### config.mk
export PLATFORM = sky130hd
export DESIGN_NAME = microwave_ctrl_flat
export DESIGN_NICKNAME = d
export VERILOG_FILES = /design/src/rtl/microwave_if.sv /design/src/rtl/microwave_ctrl.sv /design/src/flat_wrapper.sv
export SDC_FILE = /design/constraint.sdc
export NUM_CORES = 1
export LEC_CHECK = 0
export CORE_UTILIZATION = 42
export DETAILED_ROUTE_END_ITERATION = 8
export GPL_TIMING_DRIVEN = 0
export PLACE_DENSITY = 0.76
export SYNTH_ARGS = -nofsm -noshare
export SYNTH_HDL_FRONTEND = slang
export SYNTH_SLANG_ARGS = --single-unit
### constraint.sdc
create_clock -name clk_1Hz -period 2.6 [get_ports clk_1Hz]
set_clock_uncertainty 0.2 [all_clocks]
set_input_delay 0.52 -clock clk_1Hz [delete_from_list [all_inputs] [get_ports clk_1Hz]]
set_output_delay 0.52 -clock clk_1Hz [all_outputs]
set_load 0.005 [all_outputs]
### src/rtl/microwave_if.sv
// Microwave controller signal bundle.
// Groups the operator inputs, the down-counter handshake and the appliance
// outputs of microwave_ctrl into one interface.
//   master : the environment side (panel, door sensor, down counter)
//   slave  : the controller side (microwave_ctrl)
// Signals:
//   start_btn, stop_btn : level buttons, active-high
//   door_open           : 1 = door open
//   timerEnd            : heating complete, from the down counter
//   minutes, seconds    : current counter value (zero test only)
//   start, rst_cnt      : count enable / load request to the down counter
//   magnetron_on, lamp_on, beep : appliance outputs
//   state               : current FSM state code (debug / LEDs)
interface microwave_if;
  logic       start_btn;
  logic       stop_btn;
  logic       door_open;
  logic       timerEnd;
  logic [5:0] minutes;
  logic [5:0] seconds;
  logic       start;
  logic       rst_cnt;
  logic       magnetron_on;
  logic       lamp_on;
  logic       beep;
  logic [1:0] state;

  modport master (
    output start_btn, stop_btn, door_open, timerEnd, minutes, seconds,
    input  start, rst_cnt, magnetron_on, lamp_on, beep, state
  );

  modport slave (
    input  start_btn, stop_btn, door_open, timerEnd, minutes, seconds,
    output start, rst_cnt, magnetron_on, lamp_on, beep, state
  );
endinterface

### src/rtl/microwave_ctrl.sv
// Microwave oven controller: Moore FSM IDLE -> COOK -> DONE with a PAUSE
// state entered on door open or stop. Buttons are rising-edge detected so a
// held button yields one press. PAUSE times out back to IDLE 60 edges after
// entry; DONE beeps for 3 edges.
// Ports:
//   clk_1Hz : 1 Hz clock, all state changes on its rising edge
//   rst_n   : asynchronous active-low reset
//   bus     : microwave_if.slave (inputs, counter handshake, outputs, state)
// Inputs are sampled on the edge; there is no valid/ready handshake, every
// edge is a transaction and every output is valid whenever rst_n is stable.
module microwave_ctrl (
  input  logic        clk_1Hz,
  input  logic        rst_n,
  microwave_if.slave  bus
);

  typedef enum logic [1:0] {
    IDLE  = 2'd0,
    COOK  = 2'd1,
    PAUSE = 2'd2,
    DONE  = 2'd3
  } state_t;

  state_t     state_q;
  state_t     state_d;
  logic       start_prev;
  logic       stop_prev;
  logic [5:0] pause_cnt;
  logic [1:0] beep_cnt;

  logic start_press;
  logic stop_press;
  logic time_nonzero;

  assign start_press  = bus.start_btn & ~start_prev;
  assign stop_press   = bus.stop_btn & ~stop_prev;
  assign time_nonzero = ({bus.minutes, bus.seconds} != 12'd0);

  // State register, button history and dwell counters.
  always_ff @(posedge clk_1Hz or negedge rst_n) begin
    if (!rst_n) begin
      state_q    <= IDLE;
      start_prev <= 1'b0;
      stop_prev  <= 1'b0;
      pause_cnt  <= 6'd0;
      beep_cnt   <= 2'd0;
    end else begin
      state_q    <= state_d;
      start_prev <= bus.start_btn;
      stop_prev  <= bus.stop_btn;
      // Counters read 0 on the edge that enters their state because they are
      // held clear while outside it; inside they count edges spent there.
      if (state_q == PAUSE) begin
        if (pause_cnt != 6'd59)
          pause_cnt <= pause_cnt + 6'd1;
      end else begin
        pause_cnt <= 6'd0;
      end
      if (state_q == DONE)
        beep_cnt <= beep_cnt + 2'd1;
      else
        beep_cnt <= 2'd0;
    end
  end

  // Next-state logic.
  always_comb begin
    state_d = state_q;
    case (state_q)
      IDLE: begin
        // Stop wins over a simultaneous start: no transition.
        if (start_press && !stop_press && !bus.door_open && time_nonzero)
          state_d = COOK;
      end
      COOK: begin
        if (bus.timerEnd)
          state_d = DONE;
        else if (bus.door_open || stop_press)
          state_d = PAUSE;
      end
      PAUSE: begin
        if (stop_press || (pause_cnt == 6'd59))
          state_d = IDLE;
        else if (start_press && !bus.door_open)
          state_d = COOK;
      end
      DONE: begin
        if ((beep_cnt == 2'd2) || stop_press || bus.door_open)
          state_d = IDLE;
      end
      default: state_d = IDLE;
    endcase
  end

  // Moore output decode from the state register only, so reset forces the
  // IDLE outputs immediately without waiting for a clock edge.
  always_comb begin
    bus.start        = 1'b0;
    bus.rst_cnt      = 1'b0;
    bus.magnetron_on = 1'b0;
    bus.lamp_on      = 1'b0;
    bus.beep         = 1'b0;
    case (state_q)
      IDLE:  bus.rst_cnt = 1'b1;
      COOK: begin
        bus.start        = 1'b1;
        bus.magnetron_on = 1'b1;
        bus.lamp_on      = 1'b1;
      end
      PAUSE: bus.lamp_on = 1'b1;
      DONE:  bus.beep    = 1'b1;
      default: bus.rst_cnt = 1'b1;
    endcase
  end

  assign bus.state = state_q;

endmodule
### src/flat_wrapper.sv
// flat-port wrapper written by rule: the top's interface ports become plain ports
module microwave_ctrl_flat 
  (clk_1Hz, rst_n, bus_start_btn, bus_stop_btn, bus_door_open, bus_timerEnd, bus_minutes, bus_seconds, bus_start, bus_rst_cnt, bus_magnetron_on, bus_lamp_on, bus_beep, bus_state);
  microwave_if bus_i ();
  input  logic clk_1Hz;
  input  logic rst_n;
  input wire logic [$bits(bus_i.start_btn)-1:0] bus_start_btn;
  input wire logic [$bits(bus_i.stop_btn)-1:0] bus_stop_btn;
  input wire logic [$bits(bus_i.door_open)-1:0] bus_door_open;
  input wire logic [$bits(bus_i.timerEnd)-1:0] bus_timerEnd;
  input wire logic [$bits(bus_i.minutes)-1:0] bus_minutes;
  input wire logic [$bits(bus_i.seconds)-1:0] bus_seconds;
  output wire logic [$bits(bus_i.start)-1:0] bus_start;
  output wire logic [$bits(bus_i.rst_cnt)-1:0] bus_rst_cnt;
  output wire logic [$bits(bus_i.magnetron_on)-1:0] bus_magnetron_on;
  output wire logic [$bits(bus_i.lamp_on)-1:0] bus_lamp_on;
  output wire logic [$bits(bus_i.beep)-1:0] bus_beep;
  output wire logic [$bits(bus_i.state)-1:0] bus_state;
  assign bus_i.start_btn = bus_start_btn;
  assign bus_i.stop_btn = bus_stop_btn;
  assign bus_i.door_open = bus_door_open;
  assign bus_i.timerEnd = bus_timerEnd;
  assign bus_i.minutes = bus_minutes;
  assign bus_i.seconds = bus_seconds;
  assign bus_start = bus_i.start;
  assign bus_rst_cnt = bus_i.rst_cnt;
  assign bus_magnetron_on = bus_i.magnetron_on;
  assign bus_lamp_on = bus_i.lamp_on;
  assign bus_beep = bus_i.beep;
  assign bus_state = bus_i.state;
  microwave_ctrl u_core (.clk_1Hz(clk_1Hz), .rst_n(rst_n), .bus(bus_i));
endmodule
==> impl_metrics.env <==
export IMPL_rr_startpoint="u_core.bus.state[0]"
export IMPL_grt_antenna_before_repair=0
export IMPL_final_common_cell="clkdlybuf4s50_1"
export IMPL_slew_headroom_pct=63.6
export IMPL_timing_fmax_mhz=423
export IMPL_cts_resized=0
export IMPL_final_layout_size_suffix_gt1_share_pct=10.1
export IMPL_synth_top_flop_cell="dfrtp_1"
export IMPL_worst_path_dominant_cell_family="buffers and inverters"
export IMPL_reg2regPathDepth=7
export IMPL_startpoint_type="flop"
export IMPL_grt_pass1_vias=513
export IMPL_cts_root_buf="clkbuf_4"
export IMPL_setup_tns_ns=0
export IMPL_crit_chain="inv_1 -> ha_1 -> buf_4 -> clkdlybuf4s50_1"
export IMPL_p_leak_nw=0.437
export IMPL_hold_path_class="flop to flop"
export IMPL_gp_congestion=0.676
export IMPL_die_y_um=42.3
export IMPL_drt_iter0_markers=17
export IMPL_yosysWarnings=0
export IMPL_hold_viol_final=0
export IMPL_ctsHoldBuffers=0
export IMPL_fin_cells=105
export IMPL_min_to="u_core.beep_cnt[0]"
export IMPL_cts_setup_buffers=0
export IMPL_row_count=14
export IMPL_seqCellArea_um2=300
export IMPL_setup_viol=0
export IMPL_postSynth_asyncResetShare_pct=100
export IMPL_slowest_delay_ns=0.48
export IMPL_rsz0062_at_grt="false"
export IMPL_die_area_mm2=0.00179
export IMPL_status="finished, final reports clean"
export IMPL_antenna_cells=0
export IMPL_wire_per_inst_um=11.8
export IMPL_overflow=0
export IMPL_num_fill_cells=125
export IMPL_io_buffers=24
export IMPL_via_count=528
export IMPL_initial_core_util_pct=45.3
export IMPL_rrSetupSlack_ns=0.33
export IMPL_maxCapViolations=0
export IMPL_cts_tree="built"
export IMPL_cts_buffer_depth=2
export IMPL_clk_latency_ns=0.26
export IMPL_critPathKind="flop to primary output"
export IMPL_syn2layout_area_growth_pct=43.4
export IMPL_synth_top_area_cell="dfrtp_1"
export IMPL_min_from="u_core.beep_cnt[0]"
export IMPL_ioPinCount=25
export IMPL_syn_inst=61
export IMPL_ir_worst_vdd_mv=0.596
export IMPL_slowest_stage="clkdlybuf4s50_1"
export IMPL_multi_input_area_um2=364
export IMPL_cts_buffers_inserted=3
export IMPL_final_cell_mix="clkdlybuf4s50_1, dfrtp_1, ha_1"
export IMPL_ys_seq_elements=12
export IMPL_critPathArrivalTime_ns=1.64
export IMPL_required_ns=1.88
export IMPL_end_kind="primary output"
export IMPL_avgSynthCellArea_um2=11.2
export IMPL_grt_max_degree=13
export IMPL_max_slew_worst_pin_slew_ns=0.544
export IMPL_firstDrtPassIters=4
export IMPL_netlist_area_um2=683
export IMPL_fin_nets=115
export IMPL_grt_first_pass_wirelength_um=2100
export IMPL_coreArea_mm2=0.00151
export IMPL_wirelength_um=1240
export IMPL_layout_min_cycle_time_ns=2.36
export IMPL_power_density_mw_per_mm2=796
export IMPL_die_w_um=42.3
export IMPL_hold_path_depth=1
export IMPL_slew_violations=0
export IMPL_htree_num_levels=1
export IMPL_ys_seq_area_share_pct=44.0
export IMPL_fin_crit_sh_pct=90.9
export IMPL_cts_sinks=12
export IMPL_dp_hpwl_um=1020
export IMPL_ys_types=26
export IMPL_ant_nets=0
export IMPL_cp_buffers_inverters=3
export IMPL_drt_vias_per_instance=5.03
export IMPL_clk_pin_slew_ns=0.08
export IMPL_syn_nets=86
export IMPL_crit_path_max_fanout=5
export IMPL_drc=0
export IMPL_reg2reg_to="u_core.bus.state[1]"
export IMPL_synth_top_area_share_pct=44.0
export IMPL_synthTopCellsByArea="dfrtp_1, ha_1, xnor2_1, nor2b_1, and2_1"
export IMPL_synth_edff_count=0
export IMPL_placedCellCount=101
export IMPL_track_usage_pct=15.4
==> worst max-delay path by stage <==
| stage | from | to | slack, ns | depth (start not counted) |
|---|---|---|---|---|
| floorplan | u_core.bus.state[0] | u_core.bus.state[1] | 0.48 | 7 |
| global placement | bus_seconds[4] | u_core.bus.state[1] | 0.12 | 6 |
| detailed placement | bus_seconds[4] | u_core.bus.state[1] | 0.10 | 6 |
| CTS | u_core.bus.state[1] | bus_start | 0.22 | 4 |
| global route | u_core.bus.state[1] | bus_start | 0.13 | 4 |
| finish | u_core.bus.state[1] | bus_start | 0.24 | 4 |
==> logic make-up after synthesis <==
logic type                 synth area share, %
AOI/OAI and AO/OA                         4.94
adders and majority gates                 12.8
xor gates and xnor gates                  6.41
and+or+nand+nor                           25.5
buffers and inverters                     2.75
muxes                                     3.66
DFF                                       44.0
==> per-layer routing <==
metal	vias to the layer above	global-route usage (%)	share of wire (%)
li1	265	-	-
met1	247	20.3	48
met2	16	24.3	46
met3	0	4.74	5.8
met4	0	4.38	0
met5	-	0	0
==> synthesized netlist by cell type (2+ instances only) <==
library cell  count
nand3_1           2
inv_1             3
ha_1              7
nor2b_1           5
xnor2_1           4
and2_1            4
nand2b_1          3
a21oi_1           2
dfrtp_1          12
nand2_1           2
nor3_1            2
==> flip-flops by register name, summed over array words and instances (netlist names) <==
signal	count
u_core.bus.state	2
u_core.beep_cnt	2
u_core.pause_cnt	6
u_core.stop_prev	1
u_core.start_prev	1
==> where the power goes <==
part           internal (W)  total (W)  switching (W)  leakage [nW]
sequential         0.000220   0.000255      0.0000354         0.158
clock             0.0000849   0.000145      0.0000600        0.0210
combinational      0.000246   0.000379       0.000133         0.257
total              0.000551   0.000780       0.000229         0.437
==> stage by stage <==
stage          worst slack, ns  utilization (%)  instance area [um^2]  hold WS, ns  power, W
4_1_cts                  0.220             65.0                   980        0.235  0.000791
3_3_place_gp             0.119             62.6                   943        0.220  0.000641
3_5_place_dp             0.102             62.6                   943        0.215  0.000638
5_1_grt                  0.132             65.0                   980        0.282  0.000845
2_1_floorplan            0.480                -                   683       0.0244  0.000461
6_report                 0.237             65.0                   980        0.234  0.000780
==> cell type report <==
cell class	instances	area share, %
sequential	12	30.7
timing repair buffer	24	24.5
inverter	3	1.15
buffer	1	0.766
multi-input combinational	45	37.2
tap	16	2.04
clock buffer	4	3.70
==> worst register-to-register path: cells and delay by family (launching register included) <==
family,cells,cell delay (ns)
fa+ha+maj,1,0.22
mux,1,0.30
simple gates,3,0.76
compound gates,1,0.13
buf+inv,1,0.11
flops,1,0.45
(Power assumes the default switching activity.)
